## src/rtl/saph_fpu_pkg.sv

```systemverilog
// Shared FPU operation types used by the FPU arbiter and its requesters.
package saph_fpu_pkg;

  localparam int unsigned FPU_FLOAT_W = 32;

  typedef enum logic [1:0] {
    FPU_ADD = 2'b00,
    FPU_SUB = 2'b01,
    FPU_MUL = 2'b10,
    FPU_DIV = 2'b11
  } fpu_mode_t;

  typedef struct packed {
    fpu_mode_t                mode;
    logic [FPU_FLOAT_W-1:0]   lhs;
    logic [FPU_FLOAT_W-1:0]   rhs;
  } fpu_req_t;

endpackage

```

## src/rtl/saph_rr_arbiter.sv

```systemverilog
// Combinational round-robin picker: first requester at or after ptr, wrapping.
// Reusable for any shared single-issue unit.
module saph_rr_arbiter #(
  parameter int unsigned N     = 4,
  parameter int unsigned IDX_W = $clog2(N)
) (
  input  logic [N-1:0]     req,
  input  logic [IDX_W-1:0] ptr,
  output logic [N-1:0]     grant,
  output logic [IDX_W-1:0] grant_idx,
  output logic             any
);

  localparam int unsigned SUM_W = IDX_W + 1;

  logic [SUM_W-1:0] sum;

  // ptr < N and offset < N, so one conditional subtract performs the wrap
  always_comb begin
    grant     = '0;
    grant_idx = '0;
    any       = 1'b0;
    sum       = '0;
    for (int unsigned i = 0; i < N; i++) begin
      sum = {1'b0, ptr} + SUM_W'(i);
      if (sum >= SUM_W'(N)) sum = sum - SUM_W'(N);
      if (!any && req[sum[IDX_W-1:0]]) begin
        any                     = 1'b1;
        grant_idx               = sum[IDX_W-1:0];
        grant[sum[IDX_W-1:0]]   = 1'b1;
      end
    end
  end

endmodule

```

## src/rtl/saph_fpu_arbiter.sv

```systemverilog
// Shares one fixed-latency FPU between N_REQ requesters with round-robin issue;
// a requester-ID pipeline matched to the FPU latency steers results back.
module saph_fpu_arbiter
  import saph_fpu_pkg::*;
#(
  parameter int unsigned N_REQ   = 4,
  parameter int unsigned LATENCY = 2,
  parameter int unsigned FLOAT_W = FPU_FLOAT_W
) (
  input  logic                     clk,
  input  logic                     rst,
  input  logic [N_REQ-1:0]         req_valid,
  output logic [N_REQ-1:0]         req_ready,
  input  logic [N_REQ*2-1:0]       req_mode,
  input  logic [N_REQ*FLOAT_W-1:0] req_lhs,
  input  logic [N_REQ*FLOAT_W-1:0] req_rhs,
  output logic [N_REQ-1:0]         rsp_valid,
  output logic [FLOAT_W-1:0]       rsp_res,
  input  logic                     hold,
  output logic                     busy,
  output logic                     err,
  output logic                     fpu_d_trig,
  input  logic                     fpu_d_ready,
  output logic [1:0]               fpu_d_mode,
  output logic [FLOAT_W-1:0]       fpu_d_lhs,
  output logic [FLOAT_W-1:0]       fpu_d_rhs,
  input  logic                     fpu_q_trig,
  input  logic [FLOAT_W-1:0]       fpu_q_res
);

  localparam int unsigned ID_W   = $clog2(N_REQ);
  localparam int unsigned PIPE_W = LATENCY * ID_W;

  fpu_mode_t          mode_a [N_REQ];
  logic [FLOAT_W-1:0] lhs_a  [N_REQ];
  logic [FLOAT_W-1:0] rhs_a  [N_REQ];

  logic [N_REQ-1:0]   eligible;
  logic [N_REQ-1:0]   grant;
  logic [ID_W-1:0]    grant_idx;
  logic               grant_any;

  logic [ID_W-1:0]    rr_ptr_q, rr_ptr_d;
  logic [LATENCY-1:0] vld_q, vld_d;
  logic [PIPE_W-1:0]  id_q, id_d;
  logic               err_q, err_d;

  logic               last_vld;
  logic [ID_W-1:0]    last_id;

  for (genvar g = 0; g < N_REQ; g++) begin : g_unpack
    assign mode_a[g] = fpu_mode_t'(req_mode[2*g +: 2]);
    assign lhs_a[g]  = req_lhs[FLOAT_W*g +: FLOAT_W];
    assign rhs_a[g]  = req_rhs[FLOAT_W*g +: FLOAT_W];
  end

  // No grant while in reset, held off by the sequencer, or FPU stalled
  always_comb begin
    eligible = '0;
    if (rst && !hold && fpu_d_ready) eligible = req_valid;
  end

  saph_rr_arbiter #(
    .N     (N_REQ),
    .IDX_W (ID_W)
  ) u_rr (
    .req       (eligible),
    .ptr       (rr_ptr_q),
    .grant     (grant),
    .grant_idx (grant_idx),
    .any       (grant_any)
  );

  always_comb begin
    req_ready  = grant;
    fpu_d_trig = grant_any;
    fpu_d_mode = '0;
    fpu_d_lhs  = '0;
    fpu_d_rhs  = '0;
    if (grant_any) begin
      fpu_d_mode = mode_a[grant_idx];
      fpu_d_lhs  = lhs_a[grant_idx];
      fpu_d_rhs  = rhs_a[grant_idx];
    end
  end

  // Stage 0 takes the current issue; older stages shift toward the result slot
  always_comb begin
    rr_ptr_d = rr_ptr_q;
    if (grant_any) begin
      rr_ptr_d = (grant_idx == ID_W'(N_REQ - 1)) ? '0 : grant_idx + 1'b1;
    end
    vld_d = LATENCY'({vld_q, grant_any});
    id_d  = PIPE_W'({id_q, grant_idx});
    err_d = err_q | (fpu_q_trig != last_vld);
  end

  assign last_vld = vld_q[LATENCY-1];
  assign last_id  = id_q[PIPE_W-1 -: ID_W];

  always_comb begin
    rsp_valid = '0;
    rsp_res   = '0;
    if (rst && fpu_q_trig && last_vld) begin
      rsp_valid[last_id] = 1'b1;
      rsp_res            = fpu_q_res;
    end
  end

  assign busy = rst && (|vld_q);
  assign err  = err_q;

  always_ff @(posedge clk) begin
    if (!rst) begin
      rr_ptr_q <= '0;
      vld_q    <= '0;
      id_q     <= '0;
      err_q    <= 1'b0;
    end else begin
      rr_ptr_q <= rr_ptr_d;
      vld_q    <= vld_d;
      id_q     <= id_d;
      err_q    <= err_d;
    end
  end

endmodule

```

## config.mk

```make
export PLATFORM = sky130hd
export DESIGN_NAME = saph_fpu_arbiter
export DESIGN_NICKNAME = d
export VERILOG_FILES = /design/src/rtl/saph_fpu_pkg.sv /design/src/rtl/saph_rr_arbiter.sv /design/src/rtl/saph_fpu_arbiter.sv
export SDC_FILE = /design/constraint.sdc
export NUM_CORES = 1
export LEC_CHECK = 0
export ABC_CLOCK_PERIOD_IN_PS = 12600
export BUFFER_PORTS_ARGS = -buffer_cell sky130_fd_sc_hd__buf_2
export CORE_AREA = 2 2 160 162
export DETAILED_ROUTE_END_ITERATION = 12
export DIE_AREA = 0 0 162 164
export MAX_ROUTING_LAYER = met4
export PLACE_DENSITY = 0.4
export SLEW_MARGIN = 20
export SYNTH_ARGS = -nofsm -noshare
export SYNTH_HDL_FRONTEND = slang
export SYNTH_SLANG_ARGS = --single-unit
```

## constraint.sdc

```tcl
create_clock -name clk -period 12.6 [get_ports clk]
set_clock_uncertainty 0.15 [all_clocks]
set_input_delay 3.78 -clock clk [delete_from_list [all_inputs] [get_ports clk]]
set_output_delay 3.78 -clock clk [all_outputs]
set_load 0.01 [all_outputs]
```

# == Word-level counts from Yosys, hierarchy flattened ==
# Index checks and enable logic that the tools add are counted.
# op_classes
add_sub_neg,8
multipliers,0
n_div,0
order_cmp,15
eq_ne,2
shifts,0
mux,50
bitwise_logic,5
reduce_logical,18
# ops
cell,n
2-to-1 mux 32 bit,7
binary-select mux 32 bit (select 2 bit),2
2-to-1 mux 2 bit,12
2-to-1 mux 4 bit,6
"< comparator 2 x 3 -> 1 bit, second input constant",5
logical AND 1 bit,13
2-to-1 mux 1 bit,13
"greater-or-equal comparator 3 bit, second input constant",4
OR 4 bit,3
demux 1 bit (select 2 bit),5
"greater-or-equal comparator 2 x 1 -> 1 bit, second input constant",5
binary-select mux 1 bit (select 2 bit),4
"subtractor 2 x 1 -> 2 bit, second input constant",4
"adder 2 x 2 -> 3 bit, second input constant",2
binary-select mux 2 bit (select 2 bit),1
logical NOT 1 bit,4
"adder 2 x 1 -> 3 bit, second input constant",1
"greater-or-equal comparator 2 x 3 -> 1 bit, second input constant",1
NOT 2 -> 3 bit,1
"adder 2 x 1 -> 2 bit, second input constant",1
"equality test 2 bit, second input constant",1
OR reduction 2 bit,1
inequality test 1 bit,1
OR 1 bit,1
# word_totals
regBits,9
latchBits,0
ramBits,0
mem_bits_ro,0
in_bits,305
out_inout_bits,109
word_cells,102
mem_count,0

# == Depth between registers and ports, before layout ==
# Gate-level depths: netlist of the first run.
# logic_depth
word_depth,21
depth_mapped,12
mapped_depth_nobuf,8

# == Cells and area by module ==
# From an unflattened synthesis of the first run, not the netlist that was laid out.
# unflattened
cells_unflattened,346
area_unflattened_um2,3081.7
# modules_own_cells
module,instances,cells_per_inst,area_each_um2,seq_area_each_um2
saph_fpu_arbiter,1,301,2660.1,180.2
saph_rr_arbiter,1,45,421.7,0.0

# == Worst setup path after synthesis of the first run ==
# Ideal clock, no wire load.
# synth_path
kind,input-to-output
startpoint,input port req_valid[1]
endpoint,output port fpu_d_lhs[11]
t_arrival_ps,5559
required_ps,8670
setup_slack_ps,3111
cell_stages,8
path_buffers,3
cell_sequence,buf_2 mux4_2 a2111oi_4 o32ai_2 buf_6 inv_6 buf_6 mux2i_1
# synth_via
elab_chain_len,18
elab_cells_between_ends,28
classes_between,mux (21); bitwise (1); reduce/logical (6)
# synth_lines
element,line_no,source
start: declaration,saph_fpu_arbiter.sv:12,"input logic [N_REQ-1:0] req_valid,"
2-to-1 mux 4 bit (*),saph_fpu_arbiter.sv:60,if (rst && !hold && fpu_d_ready) eligible = req_valid;
binary-select mux 1 bit (select 2 bit),saph_rr_arbiter.sv:27,if (!any && req[sum[IDX_W-1:0]]) begin
2-to-1 mux 1 bit (implied by the code),saph_rr_arbiter.sv:27,
2-to-1 mux 1 bit,saph_rr_arbiter.sv:27,
logical NOT 1 bit,saph_rr_arbiter.sv:27,
logical AND 1 bit,saph_rr_arbiter.sv:27,
2-to-1 mux 1 bit,saph_rr_arbiter.sv:27,
logical NOT 1 bit,saph_rr_arbiter.sv:27,
logical AND 1 bit,saph_rr_arbiter.sv:27,
2-to-1 mux 1 bit,saph_rr_arbiter.sv:27,
logical NOT 1 bit,saph_rr_arbiter.sv:27,
logical AND 1 bit,saph_rr_arbiter.sv:27,
2-to-1 mux 2 bit,saph_rr_arbiter.sv:27,
NOT 2 -> 3 bit (implied by the code),saph_fpu_arbiter.sv:82,fpu_d_lhs = lhs_a[grant_idx];
binary-select mux 32 bit (select 2 bit),saph_fpu_arbiter.sv:82,
2-to-1 mux 32 bit (implied by the code) (2 in series),saph_fpu_arbiter.sv:82,
2-to-1 mux 32 bit (*),saph_fpu_arbiter.sv:80,if (grant_any) begin
end: declaration,saph_fpu_arbiter.sv:25,"output logic [FLOAT_W-1:0] fpu_d_lhs,"
# Every way passes the cells marked *; elsewhere a longest branch is shown, timed or not. The select of a mux whose other input is x is not followed.

# == Worst setup path after layout of the first run ==
# layout_path
startpoint,input port req_valid[1]
endpoint,output port fpu_d_lhs[4]
# The elaborated chain is that of the path after synthesis.

==> metrics.md, run 1 <==
| Metric | Value |
|---|---|
| Synth warnings | 0 |
| Max-Cap Viols | 0 |
| Avg Vias per Cell | 4.39 |
| Post-CTS sizing | 0 |
| Vias post-DR | 5477 |
| Clock Sinks | 9 |
| Die Y | 164 um |
| Total Routing Usage GR | 13.8% |
| Die area | 26600 sq um |
| Die X | 162 um |
| #FFs+latches synth | 9 |
| Pwr Density | 39.4 nW/um^2 |
| Global-route wire length before repair | 28700 um |
| Sum Neg Setup Slack | 0 ps |
| Layout cell share with drive strength beyond 1 | 51.4% |
| Fin. Hold Viols | 0 |
| Number of flops mapped to enable cells by yosys | 0 |
| Initial antenna violation count | 0 |
| Slew @ Worst Pin | 1000 ps |
| Final WL | 19800 um |
| Drt drc | 0 |
| Hpwl dp | 15900 um |
| H-tree Lvls | 1 |
| Area of the multi-input gates | 3750 sq um |
| Synth Instances | 550 |
| Routability cong. | 0.736 |
| Fmax | 94.1 MHz |
| Fin area | 6620 sq um |
| CTS Root Cell | clkbuf_16 |
| Critical Path RT | 8670 ps |
| Core Area | 24800 sq um |
| DRT Pass-1 Iters | 4 |
| Register area | 180 sq um |
| Syn_nets | 863 |
| Worst-skew pair later-pin latency | 230 ps |
| Initial core utilization | 17.2% |
| Leading cell type in the layout, fill and taps excluded | buf_2 |
| Cell area after synthesis | 4280 sq um |
| P_leak | 3.87 nW |
| Reg clk slew, reported paths | 40 ps |
| WP data arrival | 6700 ps |
| Sequential area share after synthesis | 4.21% |
| Asr flop ratio synth | 0% |
| CTS tree | built |
| Port Buffers | 413 |
| CP Max Fanout | 58 |
| Nets@finish | 1232 |
| Area growth syn-to-layout | 54.6% |
| Peak supply drop | 47.8 uV |
| Num rows | 58 |
| Overflow after GRT | 0 |
| Main flop type after synthesis | dfxtp_1 |
| Post-layout minimum cycle time | 10630 ps |
| Vias in the first global route | 5187 |
| Fillcell total | 2767 |
| Yosys cell types | 42 |
| Post-CTS Setup Bufs | 0 |
| Worst hold path class | flop to flop |
| Fin. max-slew vios | 0 |
| Status | completed |
| Initial drt markers | 158 |
| Most frequent cells in the layout | buf_2, mux2i_1, and2_1 |
| I/O pin count | 414 |
| Area post-placement | 6530 sq um |
| # hold bufs at CTS | 0 |
| Clock Path Buffers | 2 |
| Pin count of the biggest net entering global routing | 69 |
| CTS Buf Count | 3 |
| RSZ-0062 raised after global routing | no |
| Crit Path Class | input pin to output port |
| Final setup viols | 0 |
| Antenna viol nets, final | 0 |
| Critical path endpoint category | output port |
| Synthesized area per cell | 7.78 sq um |
| WHS | 276 ps |
| Relative slew slack | 33.3% |
| Fin crit share | 84.4% |
| Mean routed wirelength per cell | 15.9 um |
| Crit path launch type | input pin |
## kinds of logic after synthesis
family	Yosys count	synth area share, %
AO/OA/AOI/OAI	97	19.2
XOR/XNOR	1	0.205
adder cells (fa/ha/maj)	8	2.34
buffers and inverters	71	8.83
flip-flops	9	4.21
multiplexers	169	40.1
AND/OR/NAND/NOR	195	25.1
## synth_stat cells (all sizes together), types with 3 or more instances
cell / n / area (sq um)
a21oi: 4 / 20.0
a22oi: 4 / 30.0
a31o: 34 / 298
and2: 100 / 626
and3b: 3 / 26.3
buf: 24 / 196
clkbuf: 35 / 131
dfxtp: 9 / 180
ha: 8 / 100
inv: 12 / 50.1
mux2i: 166 / 1660
nand2: 41 / 154
nand3: 35 / 175
nor2: 7 / 28.8
nor3b: 3 / 27.5
o211ai: 39 / 293
o21a: 3 / 22.5
o21ai: 4 / 31.3
## critical path, cell delays in order
cell and delay [ps]:
buf_2 200, a21bo_1 270, a221o_1 300, buf_4 260
o21ai_4 430, buf_4 810, mux2i_1 170, mux2i_1 220
buf_2 170
## layer usage
metal	vias up	GRT usage (%)	wire, um
li1	2732	-	-
met1	2490	15.9	7900
met2	249	26.5	10500
met3	6	1.82	1360
met4	0	1.41	104
met5	-	-	0
## sequential cells by signal, indices dropped and copies added, names as in the netlist
name      count
vld_q         2
rr_ptr_q      2
id_q          4
err           1
## final cells by class
cell class / count / area share (%)
inverter: 12 / 0.757
multi-input combinational: 470 / 56.7
clock buffer: 4 / 1.19
sequential: 9 / 2.72
tap: 330 / 6.24
antenna: 1 / 0.0378
timing repair buffer: 423 / 32.4
## stage by stage
stage                     worst slack (ps)  utilization, %  instances  total power, mW
final                                 1970            26.7       1249            0.260
after global routing                  1800            26.6       1248            0.281
after floorplan                       3110               -        550            0.128
after global placement                2010            26.3       1244            0.207
after CTS                             1990            26.6       1248            0.264
after detailed placement              2010            26.3       1244            0.207
## report_power, final
part | internal [mW] | switching [mW] | leakage [nW]
sequential | 0.0301 | 0.00259 | 0.0736
clock | 0.0422 | 0.0132 | 0.0382
combinational | 0.0843 | 0.0880 | 3.76
## worst paths after layout
kind / startpoint / to / slack [ps] / cells past startpoint
hold reg to reg: id_q[0]$_SDFF_PN0_ / id_q[2]$_SDFF_PN0_ / 280 / 1
setup reg to reg: rr_ptr_q[0]$_SDFFE_PN0P_ / rr_ptr_q[1]$_SDFFE_PN0P_ / 8510 / 7
hold / removal: id_q[0]$_SDFF_PN0_ / id_q[2]$_SDFF_PN0_ / 280 / 1
setup / recovery: req_valid[1] / fpu_d_lhs[4] / 1970 / 9
Note: power is estimated with default switching activity, not from simulation.
==> inputs of run 2 (changes only) <==
--- a/config.mk
+++ b/config.mk
@@ -5,13 +5,14 @@
 export SDC_FILE = /design/constraint.sdc
 export NUM_CORES = 1
 export LEC_CHECK = 0
-export ABC_CLOCK_PERIOD_IN_PS = 12600
+export ABC_AREA = 1
+export ABC_CLOCK_PERIOD_IN_PS = 10670
 export BUFFER_PORTS_ARGS = -buffer_cell sky130_fd_sc_hd__buf_2
-export CORE_AREA = 2 2 160 162
+export CORE_AREA = 2 2 162 164
 export DETAILED_ROUTE_END_ITERATION = 12
-export DIE_AREA = 0 0 162 164
+export DIE_AREA = 0 0 164 166
 export MAX_ROUTING_LAYER = met4
-export PLACE_DENSITY = 0.4
+export PLACE_DENSITY = 0.39
 export SLEW_MARGIN = 20
 export SYNTH_ARGS = -nofsm -noshare
 export SYNTH_HDL_FRONTEND = slang
==> constraint.sdc (replaced) <==
create_clock -name clk -period 10.67 [get_ports clk]
set_clock_uncertainty 0.15 [all_clocks]
set_input_delay 3.201 -clock clk [delete_from_list [all_inputs] [get_ports clk]]
set_output_delay 3.201 -clock clk [all_outputs]
set_load 0.01 [all_outputs]
==> run 2 against run 1 <==
Hold slack worse by 2.4 ps. Critical path type unchanged. Combinational power rose to 11 times the previous value. Sequential power up 88%. Global-route usage up 1.9 points. Sequential share of layout area about the same. Count of clock-buffer cells in the layout unchanged. Final area down 1.4%. Non-clock buffer count unchanged. Total power rose to 7.5 times the previous value. Die area up 2.5%. Critical path depth up 5. Utilization down 1.2 points.
==> metrics.md, run 2 <==
| Metric | Value |
|---|---|
| Asr flop ratio synth | 0% |
| Area fraction of the dominant cell type after synthesis | 19.4% |
| Post-CTS sizing | 0 |
| Cell area after synthesis | 4190 sq um |
| WP data arrival | 5910 ps |
| Die area | 27200 sq um |
| Core Area | 25600 sq um |
| DRT Pass-1 Iters | 4 |
| Initial drt markers | 240 |
| Number of flops mapped to enable cells by yosys | 0 |
| Main flop type after synthesis | dfxtp_1 |
| Register area | 180 sq um |
| Hpwl dp | 18000 um |
| Relative slew slack | 44.0% |
| Worst hold path class | flop to flop |
| Initial core utilization | 16.3% |
| Yosys cell types | 33 |
| Avg Vias per Cell | 4.13 |
| Pwr Density | 298 nW/um^2 |
| Layout cell share with drive strength beyond 1 | 39.2% |
| Num rows | 59 |
| I/O pin count | 414 |
| Crit Path Class | input pin to output port |
| Leading cell type in the layout, fill and taps excluded | buf_2 |
| Critical path endpoint category | output port |
| Syn_nets | 1163 |
| Cell taking the most area after synthesis | nand3_1 |
| Sequential area share after synthesis | 4.30% |
| Max-Cap Viols | 0 |
| CTS Root Cell | clkbuf_16 |
| Antenna viol nets, final | 0 |
| H-tree Lvls | 1 |
| Post-CTS Setup Bufs | 0 |
| Fmax | 108 MHz |
| Count leader, synth | inv_1 |
| Port Buffers | 413 |
| Global-route wire length before repair | 32500 um |
| Synth warnings | 0 |
| Drt drc | 0 |
| Slew @ Worst Pin | 837 ps |
| Area of the multi-input gates | 2960 sq um |
| Initial antenna violation count | 1 |
| Fin. Hold Viols | 0 |
| CTS Buf Count | 3 |
| Reg with most FFs | id_q |
| Vias in the first global route | 6073 |
| Die Y | 166 um |
| RSZ-0062 raised after global routing | no |
| Overflow after GRT | 0 |
| Max FFs per register | 4 |
| P_leak | 4.27 nW |
| Final setup viols | 0 |
| Top post-synthesis cells by count | inv_1, nand3_1, nand2_1 |
| WHS | 274 ps |
| Post-layout minimum cycle time | 9260 ps |
| Final WL | 22400 um |
| Total Routing Usage GR | 15.7% |
| CTS tree | built |
| Status | completed |
| # hold bufs at CTS | 0 |
| Fin. max-slew vios | 0 |
| Synthesized area per cell | 4.93 sq um |
| Pin count of the biggest net entering global routing | 71 |
| Routability cong. | 0.912 |
| Crit path launch type | input pin |
| Nets@finish | 1533 |
| Clock Sinks | 9 |
| Critical Path RT | 7320 ps |
| Fin crit share | 86.8% |
| Mean routed wirelength per cell | 14.4 um |
| #FFs+latches synth | 9 |
| Fillcell total | 3051 |
| Sum Neg Setup Slack | 0 ps |
| Clock Path Buffers | 2 |
| Most frequent cells in the layout | buf_2, inv_1, nand3_1 |
| Vias post-DR | 6426 |
| Reg clk slew, reported paths | 40 ps |
| Peak supply drop | 115 uV |
| CP Max Fanout | 33 |
| Die X | 164 um |
| Synth area leaders | nand3_1, inv_1, nand2_1 |
| Area growth syn-to-layout | 55.7% |
| Largest regs | id_q (4), rr_ptr_q (2), vld_q (2) |
| Worst-skew pair later-pin latency | 240 ps |
| Synth Instances | 850 |
## run 2: cell families after synthesis
| kind of cell | count (synthesis) | synth area share [%] |
|---|---|---|
| AND/OR/NAND/NOR | 505 | 57.5 |
| buffers and inverters | 247 | 25.3 |
| AO/OA/AOI/OAI | 81 | 10.5 |
| flip-flops | 9 | 4.30 |
| adder cells (fa/ha/maj) | 8 | 2.39 |
## run 2: final timing paths
check	slack, ps	startpoint	cells after the start	endpoint
max reg2reg	7170	rr_ptr_q[0]$_SDFFE_PN0P_	13	rr_ptr_q[1]$_SDFFE_PN0P_
min reg2reg	270	id_q[1]$_SDFF_PN0_	2	id_q[3]$_SDFF_PN0_
max	1410	rst	14	fpu_d_lhs[21]
min	270	id_q[1]$_SDFF_PN0_	2	id_q[3]$_SDFF_PN0_
## run 2: power by group
| group | switching (mW) | leakage, nW | internal, mW |
|---|---|---|---|
| sequential | 0.0155 | 0.0749 | 0.0461 |
| clock | 0.0165 | 0.0382 | 0.0499 |
| combinational | 1.19 | 4.16 | 0.625 |
| total | 1.22 | 4.27 | 0.721 |
## run 2: metrics by stage
stage                     power [mW]  utilization (%)  instances  setup slack [ps]  area, sq um
final                           1.94             25.5       1556              1410         6520
after floorplan                 1.29                -        850              2440         4190
after CTS                       1.99             25.4       1554              1350         6520
after global placement          1.95             25.1       1550              1390         6440
after detailed placement        1.92             25.1       1550              1370         6440
after global routing            2.16             25.4       1555              1070         6520
## run 2: layout make-up
type | count | area share (%)
Antenna cell | 2 | 0.0768
Sequential cell | 9 | 2.76
Multi-Input combinational cell | 594 | 45.4
Inverter | 189 | 10.9
Tap cell | 335 | 6.43
Clock buffer | 4 | 1.21
Timing Repair Buffer | 423 | 33.2
## run 2: critical path, cell delays in order
cell and delay (ps):
buf_2 200, nand2_4 90, nor2_8 150, nand3_1 110
nand3_1 140, nand2_2 190, nand4_4 190, clkinv_1 110
nor2_1 220, nor2_4 90, nor2_4 640, nand3_1 290
nand2_1 120, buf_2 130
## run 2: metal layers
| metal | up-vias | share of wire [%] | track usage (%) | routed length (um) |
|---|---|---|---|---|
| met2 | 266 | 53 | 30.3 | 11800 |
| met5 | - | 0 | - | 0 |
| met4 | 0 | 1.0 | 2.52 | 226 |
| met3 | 10 | 6.0 | 1.37 | 1350 |
| met1 | 2798 | 40 | 17.5 | 9030 |
| li1 | 3352 | - | - | - |
